===== src/rtl/eeg_seq_pkg.sv =====
// Shared types and default sizes for the EEG ADC sequencer.
// FSM state encoding lives here so the sub-module and top agree.
package eeg_seq_pkg;

  localparam int SEQ_NUM_CH = 8;
  localparam int SEQ_CH_W   = $clog2(SEQ_NUM_CH);
  localparam int SEQ_DATA_W = 24;

  typedef enum logic [1:0] {
    S_IDLE,
    S_START,
    S_WAIT,
    S_EMIT
  } seq_state_e;

endpackage


===== src/rtl/seq_next_ch.sv =====
// Finds the lowest set mask bit strictly above the current channel.
// none_o flags that no higher channel remains in the frame.
module seq_next_ch
  import eeg_seq_pkg::*;
#(
  parameter int NUM_CH = SEQ_NUM_CH,
  parameter int CH_W   = $clog2(NUM_CH)
) (
  input  logic [NUM_CH-1:0] mask_i,
  input  logic [CH_W-1:0]   cur_i,
  output logic [CH_W-1:0]   nxt_o,
  output logic              none_o
);

  // Scan downward so the last hit is the lowest qualifying bit.
  always_comb begin
    nxt_o  = '0;
    none_o = 1'b1;
    for (int i = NUM_CH - 1; i >= 0; i--) begin
      if (mask_i[i] && (i > int'(cur_i))) begin
        nxt_o  = CH_W'(i);
        none_o = 1'b0;
      end
    end
  end

endmodule


===== src/rtl/eeg_adc_sequencer.sv =====
// Frame-driven multiplexed ADC sequencer for EEG front ends.
// Define SEQ_TIMEOUT_EN to enable the lost-conversion timeout.
module eeg_adc_sequencer
  import eeg_seq_pkg::*;
#(
  parameter int NUM_CH      = SEQ_NUM_CH,
  parameter int DATA_W      = SEQ_DATA_W,
  parameter int FRAME_DIV   = 1000,
  parameter int TIMEOUT_CYC = 256,
  localparam int CH_W =
    (NUM_CH == SEQ_NUM_CH) ? SEQ_CH_W : $clog2(NUM_CH)
) (
  input  logic              clk,
  input  logic              rst,
  input  logic              enable,
  input  logic              halt,
  input  logic [NUM_CH-1:0] ch_mask,
  output logic              adc_start,
  output logic [CH_W-1:0]   adc_ch,
  input  logic              adc_done,
  input  logic [DATA_W-1:0] adc_data,
  output logic              smp_valid,
  output logic [CH_W-1:0]   smp_ch,
  output logic [DATA_W-1:0] smp_data,
  output logic              frame_done,
  output logic              busy,
  output logic [7:0]        overrun_cnt,
  output logic              timeout_err
);

  localparam int CNT_W =
    (FRAME_DIV > 1) ? $clog2(FRAME_DIV) : 1;
  localparam logic [CNT_W-1:0] CNT_LAST =
    CNT_W'(FRAME_DIV - 1);
  localparam int TW = $clog2(TIMEOUT_CYC + 1);
  localparam logic [TW-1:0] WAIT_LAST =
    TW'(TIMEOUT_CYC - 1);

`ifdef SEQ_TIMEOUT_EN
  localparam bit TO_EN = 1'b1;
`else
  localparam bit TO_EN = 1'b0;
`endif

  seq_state_e        state_q;
  logic [CNT_W-1:0]  cnt_q;
  logic [TW-1:0]     wait_q;
  logic [NUM_CH-1:0] mask_q;
  logic [CH_W-1:0]   cur_q;
  logic              start_q;
  logic              valid_q;
  logic              fdone_q;
  logic [CH_W-1:0]   sch_q;
  logic [DATA_W-1:0] sdat_q;
  logic [7:0]        ovr_q;
  logic              terr_q;

  logic              run;
  logic              tick;
  logic              to_hit;
  logic [CH_W-1:0]   lo_ch;
  logic [CH_W-1:0]   nxt_ch;
  logic              nxt_none;

  assign run    = enable && !halt;
  assign tick   = run && (cnt_q == CNT_LAST);
  assign to_hit = TO_EN && (wait_q == WAIT_LAST);

  always_comb begin
    lo_ch = '0;
    for (int i = NUM_CH - 1; i >= 0; i--) begin
      if (ch_mask[i]) lo_ch = CH_W'(i);
    end
  end

  seq_next_ch #(
    .NUM_CH (NUM_CH),
    .CH_W   (CH_W)
  ) u_next (
    .mask_i (mask_q),
    .cur_i  (cur_q),
    .nxt_o  (nxt_ch),
    .none_o (nxt_none)
  );

  always_ff @(posedge clk) begin
    if (rst) begin
      state_q <= S_IDLE;
      cnt_q   <= '0;
      wait_q  <= '0;
      mask_q  <= '0;
      cur_q   <= '0;
      start_q <= 1'b0;
      valid_q <= 1'b0;
      fdone_q <= 1'b0;
      sch_q   <= '0;
      sdat_q  <= '0;
      ovr_q   <= '0;
      terr_q  <= 1'b0;
    end else begin
      start_q <= 1'b0;
      valid_q <= 1'b0;
      fdone_q <= 1'b0;

      if (!run) cnt_q <= '0;
      else if (tick) cnt_q <= '0;
      else cnt_q <= cnt_q + CNT_W'(1);

      // A tick while a frame is still running is dropped, not queued.
      if (tick && state_q != S_IDLE && ovr_q != 8'hFF)
        ovr_q <= ovr_q + 8'd1;

      if (halt) begin
        state_q <= S_IDLE;
        wait_q  <= '0;
      end else begin
        unique case (state_q)
          S_IDLE: begin
            if (tick && |ch_mask) begin
              mask_q  <= ch_mask;
              cur_q   <= lo_ch;
              start_q <= 1'b1;
              state_q <= S_START;
            end
          end
          S_START: begin
            wait_q  <= '0;
            state_q <= S_WAIT;
          end
          S_WAIT: begin
            if (adc_done) begin
              sdat_q  <= adc_data;
              sch_q   <= cur_q;
              valid_q <= 1'b1;
              fdone_q <= nxt_none;
              state_q <= S_EMIT;
            end else if (to_hit) begin
              terr_q <= 1'b1;
              if (nxt_none) begin
                fdone_q <= 1'b1;
                state_q <= S_IDLE;
              end else begin
                cur_q   <= nxt_ch;
                start_q <= 1'b1;
                state_q <= S_START;
              end
            end else begin
              wait_q <= wait_q + TW'(1);
            end
          end
          S_EMIT: begin
            if (nxt_none) begin
              state_q <= S_IDLE;
            end else begin
              cur_q   <= nxt_ch;
              start_q <= 1'b1;
              state_q <= S_START;
            end
          end
        endcase
      end
    end
  end

  assign adc_start   = start_q;
  assign adc_ch      = cur_q;
  assign smp_valid   = valid_q;
  assign smp_ch      = sch_q;
  assign smp_data    = sdat_q;
  assign frame_done  = fdone_q;
  assign busy        = (state_q != S_IDLE);
  assign overrun_cnt = ovr_q;
  assign timeout_err = TO_EN & terr_q;

endmodule


===== config.mk =====
export PLATFORM = sky130hd
export DESIGN_NAME = eeg_adc_sequencer
export DESIGN_NICKNAME = d
export VERILOG_FILES = /design/src/rtl/eeg_seq_pkg.sv /design/src/rtl/seq_next_ch.sv /design/src/rtl/eeg_adc_sequencer.sv
export SDC_FILE = /design/constraint.sdc
export NUM_CORES = 1
export LEC_CHECK = 0
export ABC_AREA = 1
export BUFFER_PORTS_ARGS = -buffer_cell sky130_fd_sc_hd__buf_2
export CELL_PAD_IN_SITES_DETAIL_PLACEMENT = 1
export CELL_PAD_IN_SITES_GLOBAL_PLACEMENT = 1
export CORE_ASPECT_RATIO = 0.5
export CORE_UTILIZATION = 32
export DETAILED_ROUTE_END_ITERATION = 8
export HOLD_SLACK_MARGIN = 0.06
export PLACE_DENSITY = 0.87
export SLEW_MARGIN = 20
export SYNTH_ARGS = -nofsm -noshare
export SYNTH_HDL_FRONTEND = slang
export SYNTH_SLANG_ARGS = --single-unit

===== constraint.sdc =====
create_clock -name clk -period 1.5 [get_ports clk]
set_clock_uncertainty 0.15 [all_clocks]
set_input_delay 0.15 -clock clk [delete_from_list [all_inputs] [get_ports clk]]
set_output_delay 0.15 -clock clk [all_outputs]
set_load 0.02 [all_outputs]

==> results of run 1 <==
-- worst reg2reg max path, stage by stage, from the launching register on --
cell	delay, ns
dfxtp_1	0.36
inv_1	0.14
nand4_1	0.19
nor2_4	0.24
nand2_2	0.12
nor2_4	0.23
buf_4	0.17
a21oi_2	0.06
nor3_2	0.17
-- metrics by stage --
stage / hold WS, ns / setup TNS, ns
3_5_place_dp: 0.263 / -3.31
3_3_place_gp: 0.250 / -1.52
5_1_grt: 0.152 / -8.75
4_1_cts: 0.115 / -3.08
2_1_floorplan: 0.0684 / -0.0907
6_report: 0.141 / -7.44
-- layout by cell type (no fill, tap or decap), types with 11 or more instances in the layout --
cell type      instances
nand2_2               22
dfxtp_1               46
buf_6                 11
buf_4                 51
o21ai_0               26
buf_2                 77
o21ai_1               12
nand2_1               48
dlygate4sd3_1         33
a21oi_1               16
inv_1                 30
nor2_1                68
-- routing by layer --
metal	up-vias	track usage (%)	part of all wire [%]
met2	206	57.5	49
met3	77	7.43	6.8
met5	-	1.11	0
li1	1611	-	-
met4	0	17.4	5.2
met1	1804	31.0	39
-- area by class of cell --
| class | instances | area (µm²) | share of cell area, % |
|---|---|---|---|
| sequential | 60 | 1230 | 25.3 |
| multi-input combinational | 279 | 1760 | 36.1 |
| tap | 112 | 140 | 2.87 |
| clock buffer | 9 | 225 | 4.62 |
| clock inverter | 7 | 75.1 | 1.54 |
| timing repair buffer | 174 | 1260 | 25.9 |
| inverter | 43 | 181 | 3.72 |
-- power groups by stage --
| stage | Sequential [mW] | Clock, mW | Combinational [mW] |
|---|---|---|---|
| CTS | 1.59 | 2.13 | 0.234 |
| global route | 1.59 | 2.23 | 0.287 |
| detailed placement | 1.63 | 0 | 0.154 |
| global placement | 1.63 | 0 | 0.150 |
| finish | 1.59 | 2.14 | 0.273 |
| floorplan | 1.63 | 0 | 0.0671 |
-- state kept, by name, indices dropped and copies added (netlist names) --
| register | count |
|---|---|
| adc_ch | 3 |
| smp_valid | 1 |
| state_q | 2 |
| frame_done | 1 |
| smp_data | 24 |
| smp_ch | 3 |
| overrun_cnt | 8 |
| mask_q | 7 |
| adc_start | 1 |
| cnt_q | 10 |
-- final timing paths --
check          startpoint        endpoint  depth (start not counted)
max              cnt_q[3]  overrun_cnt[2]                          8
min                enable        cnt_q[1]                          4
max reg2reg      cnt_q[3]  overrun_cnt[2]                          8
min reg2reg  smp_data[18]    smp_data[18]                          2
-- logic make-up (layout without fill, tap and decap cells) --
logic type / after synthesis / in the layout / share of synthesized area [%]
buf+inv: 54 / 233 / 7.65
simple gates: 194 / 195 / 30.8
compound gates: 74 / 74 / 14.2
xor+xnor: 4 / 4 / 1.27
other cells: 1 / 1 / 0.136
flops: 60 / 60 / 43.7
fa+ha+maj: 5 / 5 / 2.28
-- what timing repair did --
| item | in CTS | in global routing |
|---|---|---|
| hold endpoints to repair | 39 | 0 |
| pin swaps | 24 | 28 |
| setup buffers | 13 | 6 |
| gates cloned | 1 | 0 |
| hold buffers | 33 | 0 |
| resized for setup | 68 | 67 |
| setup endpoints to repair | 39 | 60 |
==> flow_summary.ini, run 1 <==
[power_and_ir_drop]
int_pwr_mw = 3.01
relative_contribution_of_the_clock_network_to_total_power_pct = 53.5
finalPower_mw = 4.00
part_of_the_total_power_dissipated_in_sequential_elements_pct = 39.7
share_comb_of_total_power_pct = 6.8
power.static_leakage_nw = 2.17
swShare_pct = 24.7
power_per_cell_area_nw_per_um2 = 820
switching_power_summed_over_all_nets_mw = 0.987
worst_ir_drop_vdd_uv = 530

[synth]
syn_area_per_cell_um2 = 7.01
syn_area_um2 = 2750
ys_warn_count = 0
yosysTopAreaCell = dfxtp_1
synth-seq-area-share_pct = 43.7
number_of_enable_flip_flop_cells_after_synthesis = 0
post_synth_num_cell_types = 35
synth_ff_type = dfxtp_1
post_synth_inst_count = 392
synthMostInstantiatedCell = nor2_1
synthesis.nets = 434
leading_cell_types_by_total_area_after_synthesis = dfxtp_1, nor2_1, nand2_1
yosys_register_bits = 60
synth_commonest_cells = nor2_1, nand2_1, dfxtp_1, inv_1, o21ai_0
async_flop_share_pct = 0
post-synth-top-area-fraction_pct = 43.7

[finish]
drive_above_1_share_pct = 46.9
stdcell_count = 684
syn_to_final_growth_pct = 77.4
num-fill-cells = 983
post-route-util_pct = 59.7
insertedDiodeCount = 0
layout.nets = 609
finish.instance_area_um2 = 4880

[floorplan]
initial_standard_cell_utilization_of_the_core_pct = 33.6
die_outline_area_um2 = 8990
core_area_um2 = 8170
die_h_um = 67.5
die_width_um = 133
pin_count = 80
core.rowCount = 23

[cts]
cts.reportedPaths.clkPinSlew_ns = 0.06
cts-root-to-sink-buffers = 2
clock_tree.htree_level_count = 3
number_of_buffers_created_by_cts = 9
clock_tree_from_tritoncts = yes
clock_root_buffer_master = clkbuf_16
worstSkewPairLatency_ns = 0.34
clock-sinks = 60

[placed_design]
dpl.hpwl_mm = 6.42
dpl.cell_count = 616
number_of_input_and_output_port_buffers_inserted = 78
placedInstanceArea_um2 = 3650
routability_congestion = 0.812
place_worst_setup_slack_ns = -0.248

[timing]
finalMaxSlewViolations = 0
grt_setup_unrepaired = yes
timing.final.crit_period_ns = 1.90
final-hold-violation-count = 0
fin_crit_sh_pct = 127
setup_violations = 32
timing.final.ws_setup_ns = -0.403
fmaxAchievable_ghz = 0.526

[setup_path]
critical-path-slowest-cell = dfxtp_1
timing.setup.critical_path_class = reg2reg
path_delay_family = simple AND/OR/NAND/NOR gates
r2r_setup_slk_ns = -0.40
critPathMaxFanout = 6
slowest_delay_ns = 0.36
setup_crit_end_kind = flop
crit_path_start_kind = flop
critical_path.n_buffers_inverters = 2
cell_chain_critical_path = inv_1, nand4_1, nor2_4, nand2_2, nor2_4, buf_4, a21oi_2, nor3_2
cpMostUsedCell = nor2_4
worst_ep_arrival_time_ns = 2.02
timing.critical_path.required_ns = 1.61

[flow_run]
count_of_maximum_capacitance_violations = 0

[routing]
ant_nets = 0
wire_per_inst_um = 21.6
detail_route.wirelength_mm = 14.8
dr_vias_cell = 5.41
vias_post_dr = 3698
detailedRoute.firstPassIterationCount = 5
first_iter_violations = 240
post-route-drc-count = 0

[global_routing]
first_global_vias = 3826
grt_first_pass_wirelength_mm = 20.0
grt_start_max_net_pins = 43
number_of_antenna_violations_at_the_first_check_in_global_routing = 0
grt_overflow_total = 0
gr-usage-all-layers_pct = 30.0

[run_status]
run_status = finished with violations
violated_checks = setup timing

[hold_path]
hp-class = in2reg
Note: power is estimated with default switching activity, not from simulation.
==> run 2: changes to the inputs <==
- CORE_UTILIZATION: 32 -> 34
- CTS_BUF_LIST: unset -> sky130_fd_sc_hd__clkbuf_4 sky130_fd_sc_hd__clkbuf_8
- PLACE_DENSITY: 0.87 -> 0.91
==> flow_summary.ini, run 2 (synthesis gave the netlist of run 1 again) <==
[routing]
post-route-drc-count = 0
vias_post_dr = 3783
dr_vias_cell = 5.56
detail_route.wirelength_mm = 16.6
first_iter_violations = 309
detailedRoute.firstPassIterationCount = 5
ant_nets = 0
wire_per_inst_um = 24.5

[floorplan]
core_area_um2 = 7570
initial_standard_cell_utilization_of_the_core_pct = 36.3
die_width_um = 129
pin_count = 80
die_h_um = 65.6
die_outline_area_um2 = 8470
core.rowCount = 22

[finish]
post-route-util_pct = 63.3
insertedDiodeCount = 0
drive_above_1_share_pct = 46.0
most-common-layout-cells = buf_2, nor2_1, buf_4, nand2_1, dfxtp_1
layout.nets = 609
number_of_flip_flops_in_the_largest_register = 24
syn_to_final_growth_pct = 74.2
finish.instance_area_um2 = 4790
layout.cells.most_common = buf_2

[setup_path]
cell_chain_critical_path = ha_4, nand2_4, nor2_4, nand2_2, nor2_4, buf_6, buf_4, nand3_4, a21oi_1
crit-reg2reg-capture = adc_start
setup_crit_end_kind = flop
worstRegToRegCells = 9
crit_path_start_kind = flop
timing.critical_path.required_ns = 1.61
r2r_setup_slk_ns = -0.42
timing.setup.critical_path_class = reg2reg
critPathMaxFanout = 7
cpMostUsedCell = nor2_4
critical-path-slowest-cell = dfxtp_4
worst_ep_arrival_time_ns = 2.03
slowest_delay_ns = 0.36
worstReg2RegStart = cnt_q[0]

[placed_design]
placedInstanceArea_um2 = 3620
number_of_input_and_output_port_buffers_inserted = 78
routability_congestion = 0.826
dpl.hpwl_mm = 6.73

[cts]
cts.reportedPaths.clkPinSlew_ns = 0.08
clock-sinks = 60
clock_root_buffer_master = clkbuf_8
cts-root-to-sink-buffers = 2
worstSkewPairLatency_ns = 0.38
number_of_buffers_created_by_cts = 9
clock_tree_from_tritoncts = yes
clock_tree.htree_level_count = 3

[global_routing]
grt_start_max_net_pins = 43
grt_overflow_total = 0
number_of_antenna_violations_at_the_first_check_in_global_routing = 0
grt_first_pass_wirelength_mm = 21.9
gr-usage-all-layers_pct = 35.8
first_global_vias = 4002

[timing]
grt_setup_unrepaired = yes
timing.final.ws_setup_ns = -0.420
timing.final.crit_period_ns = 1.92
setup_violations = 33
finalMaxSlewViolations = 0
fin_crit_sh_pct = 128
fmaxAchievable_ghz = 0.521
final-hold-violation-count = 0

[hold_path]
hold_path_depth = 4
min-delay-start = rst
worstHoldEndpoint = cnt_q[6]
hp-class = in2reg

[power_and_ir_drop]
worst_ir_drop_vdd_uv = 503
power_per_cell_area_nw_per_um2 = 724
power.static_leakage_nw = 2.13

[flow_run]
count_of_maximum_capacitance_violations = 0

[run_status]
violated_checks = setup timing
run_status = finished with violations
-- run 2: critical path, delay by kind of cell, from the launching register on --
family	cells	cell delay, ns
buffers and inverters	2	0.27
AOI/OAI and AO/OA	1	0.32
DFF	1	0.36
and+or+nand+nor	5	0.57
adders and majority gates	1	0.15
-- run 2: per-layer routing --
metal	track usage [%]	routed length, µm
met5	0	0
met4	19.6	937
met3	13.1	1330
met2	64.4	8050
met1	36.7	6330
-- run 2: how the worst max path moves through the flow --
| stage | start | endpoint | slack, ns |
|---|---|---|---|
| floorplan | cnt_q[1] | overrun_cnt[2] | -0.04 |
| global placement | adc_ch[1] | adc_ch[0] | -0.12 |
| detailed placement | adc_ch[2] | adc_ch[2] | -0.23 |
| CTS | cnt_q[0] | overrun_cnt[4] | -0.22 |
| global route | cnt_q[0] | adc_start | -0.46 |
| finish | cnt_q[0] | adc_start | -0.42 |
-- run 2: stage by stage --
stage                     total power [mW]  setup TNS, ns  instances  hold slack [ns]  setup slack (ns)
after CTS                             3.37          -3.70        676           0.0668            -0.217
after floorplan                       1.70        -0.0907        392           0.0684           -0.0377
final                                 3.47          -7.74        680           0.0863            -0.420
after global placement                1.77          -1.46        610            0.249            -0.120
after global routing                  3.58          -9.40        680           0.0766            -0.459
after detailed placement              1.78          -4.29        610            0.262            -0.232
-- run 2: timing repair --
item	CTS	global route
endpoints found under the setup margin	57	60
hold endpoints to repair	40	0
hold buffers	34	0
pin swaps	29	22
resized for setup	79	59
setup buffers	15	4
cloned	2	0
-- run 2: layout make-up --
cell class	instances	area, µm²
Clock buffer	11	145
Clock inverter	5	60.1
Fill cell	926	2780
Inverter	43	183
Multi-Input combinational cell	279	1770
Sequential cell	60	1230
Tap cell	108	135
Timing Repair Buffer	174	1260
-- run 2: power by group --
part | switching [mW] | internal (mW) | total, mW
Combinational | 0.150 | 0.133 | 0.283
Sequential | 0.00167 | 1.58 | 1.58
Clock | 0.766 | 0.835 | 1.60
Total | 0.918 | 2.55 | 3.47
==> run 3: changes to the inputs <==
- TNS_END_PERCENT: unset -> 20
==> flow_summary.ini, run 3 (synthesis gave the netlist of run 1 again) <==
[run_status]
run_status = finished with violations
violated_checks = setup timing

[power_and_ir_drop]
power_per_cell_area_nw_per_um2 = 763
power.static_leakage_nw = 2.06
worst_ir_drop_vdd_uv = 868

[timing]
fin_crit_sh_pct = 132
finalMaxSlewViolations = 0
whs_ns = 0.172
setup-tns-final_ns = -12.06
fmaxAchievable_ghz = 0.506
final-hold-violation-count = 0
grt_setup_unrepaired = yes
timing.final.crit_period_ns = 1.98
setup_violations = 60
timing.final.ws_setup_ns = -0.478

[routing]
detail_route.wirelength_mm = 16.0
wire_per_inst_um = 23.4
ant_nets = 0
vias_post_dr = 3827
detailedRoute.firstPassIterationCount = 5
dr_vias_cell = 5.60
first_iter_violations = 336
post-route-drc-count = 0

[setup_path]
worstReg2RegStart = cnt_q[1]
slowest_delay_ns = 0.37
setup_crit_end_kind = flop
crit_path_start_kind = flop
timing.setup.critical_path_class = reg2reg
critPathMaxFanout = 3
timing.critical_path.required_ns = 1.66
path_delay_family = simple AND/OR/NAND/NOR gates
critical-path-slowest-cell = dfxtp_2
critical_path.n_buffers_inverters = 0
cell_chain_critical_path = ha_4, nand2_4, nor2_4, nand2_2, nor2_4, nand2_2, a21oi_2, nand2_2, nand2_1, nand2_1, nor2_1
worst_ep_arrival_time_ns = 2.14
cpMostUsedCell = nand2_2
critical_path.startpoint = cnt_q[1]

[finish]
finish.instance_area_um2 = 4550
stdcell_count = 684
syn_to_final_growth_pct = 65.4
most-common-layout-cells = buf_2, nor2_1, buf_4, nand2_1, dfxtp_1
number_of_flip_flops_in_the_largest_register = 24
drive_above_1_share_pct = 42.2
multi_input_area_um2 = 1570
layout.cells.most_common = buf_2
num-fill-cells = 955
insertedDiodeCount = 0
layout.area.seq_um2 = 1230
layout.nets = 613

[cts]
clock_tree_from_tritoncts = yes
clock-sinks = 60
worstSkewPairLatency_ns = 0.38
clock_tree.htree_level_count = 3
clock_root_buffer_master = clkbuf_8
number_of_buffers_created_by_cts = 9
cts-root-to-sink-buffers = 2
cts.reportedPaths.clkPinSlew_ns = 0.08

[hold_path]
hp-class = in2reg
min-delay-start = halt

[placed_design]
place_worst_setup_slack_ns = -0.278
placedInstanceArea_um2 = 3690
number_of_input_and_output_port_buffers_inserted = 78
dpl.cell_count = 621
routability_congestion = 0.817
dpl.hpwl_mm = 7.00

[floorplan]
core.rowCount = 22
core_area_um2 = 7570
die_outline_area_um2 = 8470
initial_standard_cell_utilization_of_the_core_pct = 36.3
die_h_um = 65.6
pin_count = 80
die_width_um = 129

[global_routing]
grt_first_pass_wirelength_mm = 21.4
first_global_vias = 3996
number_of_antenna_violations_at_the_first_check_in_global_routing = 0
grt_overflow_total = 0
gr-usage-all-layers_pct = 34.6
grt_start_max_net_pins = 27

[flow_run]
count_of_maximum_capacitance_violations = 0
run 3: worst paths after layout:
check | slack (ns) | depth (start not counted) | end
worst max-delay path | -0.48 | 11 | adc_ch[0]
worst min-delay path | 0.17 | 5 | adc_ch[2]
worst max register to register | -0.48 | 11 | adc_ch[0]
worst min register to register | 0.33 | 2 | mask_q[6]
run 3: final cells by class:
| type | instances | area share, % |
|---|---|---|
| Sequential cell | 60 | 27.0 |
| Tap cell | 108 | 2.97 |
| Timing Repair Buffer | 178 | 27.4 |
| Multi-Input combinational cell | 279 | 34.4 |
| Clock buffer | 11 | 3.19 |
| Clock inverter | 5 | 1.29 |
| Inverter | 43 | 3.72 |
run 3: power by group:
group / switching (mW) / total, mW / internal, mW
combinational: 0.133 / 0.259 / 0.126
sequential: 0.00138 / 1.59 / 1.58
clock: 0.788 / 1.62 / 0.837
run 3: worst reg2reg max path, cell delays in order, from the launching register on:
cell	delay, ns
dfxtp_2	0.37
ha_4	0.16
nand2_4	0.05
nor2_4	0.14
nand2_2	0.10
nor2_4	0.16
nand2_2	0.13
a21oi_2	0.22
nand2_2	0.13
nand2_1	0.11
nand2_1	0.09
nor2_1	0.12
run 3: timing repair:
item	CTS	global route
hold endpoints to repair	40	0
pin swaps	15	13
cloned	1	0
setup endpoints to repair	55	61
hold buffers	34	0
resized for setup	39	41
buffers inserted	8	4
run 3: through the flow:
step / total power, mW / utilization (%)
2_1_floorplan: 1.70 / -
6_report: 3.47 / 60.0
5_1_grt: 3.54 / 60.0
4_1_cts: 3.38 / 58.4
3_5_place_dp: 1.78 / 48.7
3_3_place_gp: 1.77 / 48.7
run 3: layer usage:
metal	up-vias	share of wire [%]	GRT usage [%]
met3	120	7.8	9.53
met5	-	0	0
met2	287	48	62.9
li1	1614	-	-
met4	0	7.5	20.6
met1	1806	37	36.4
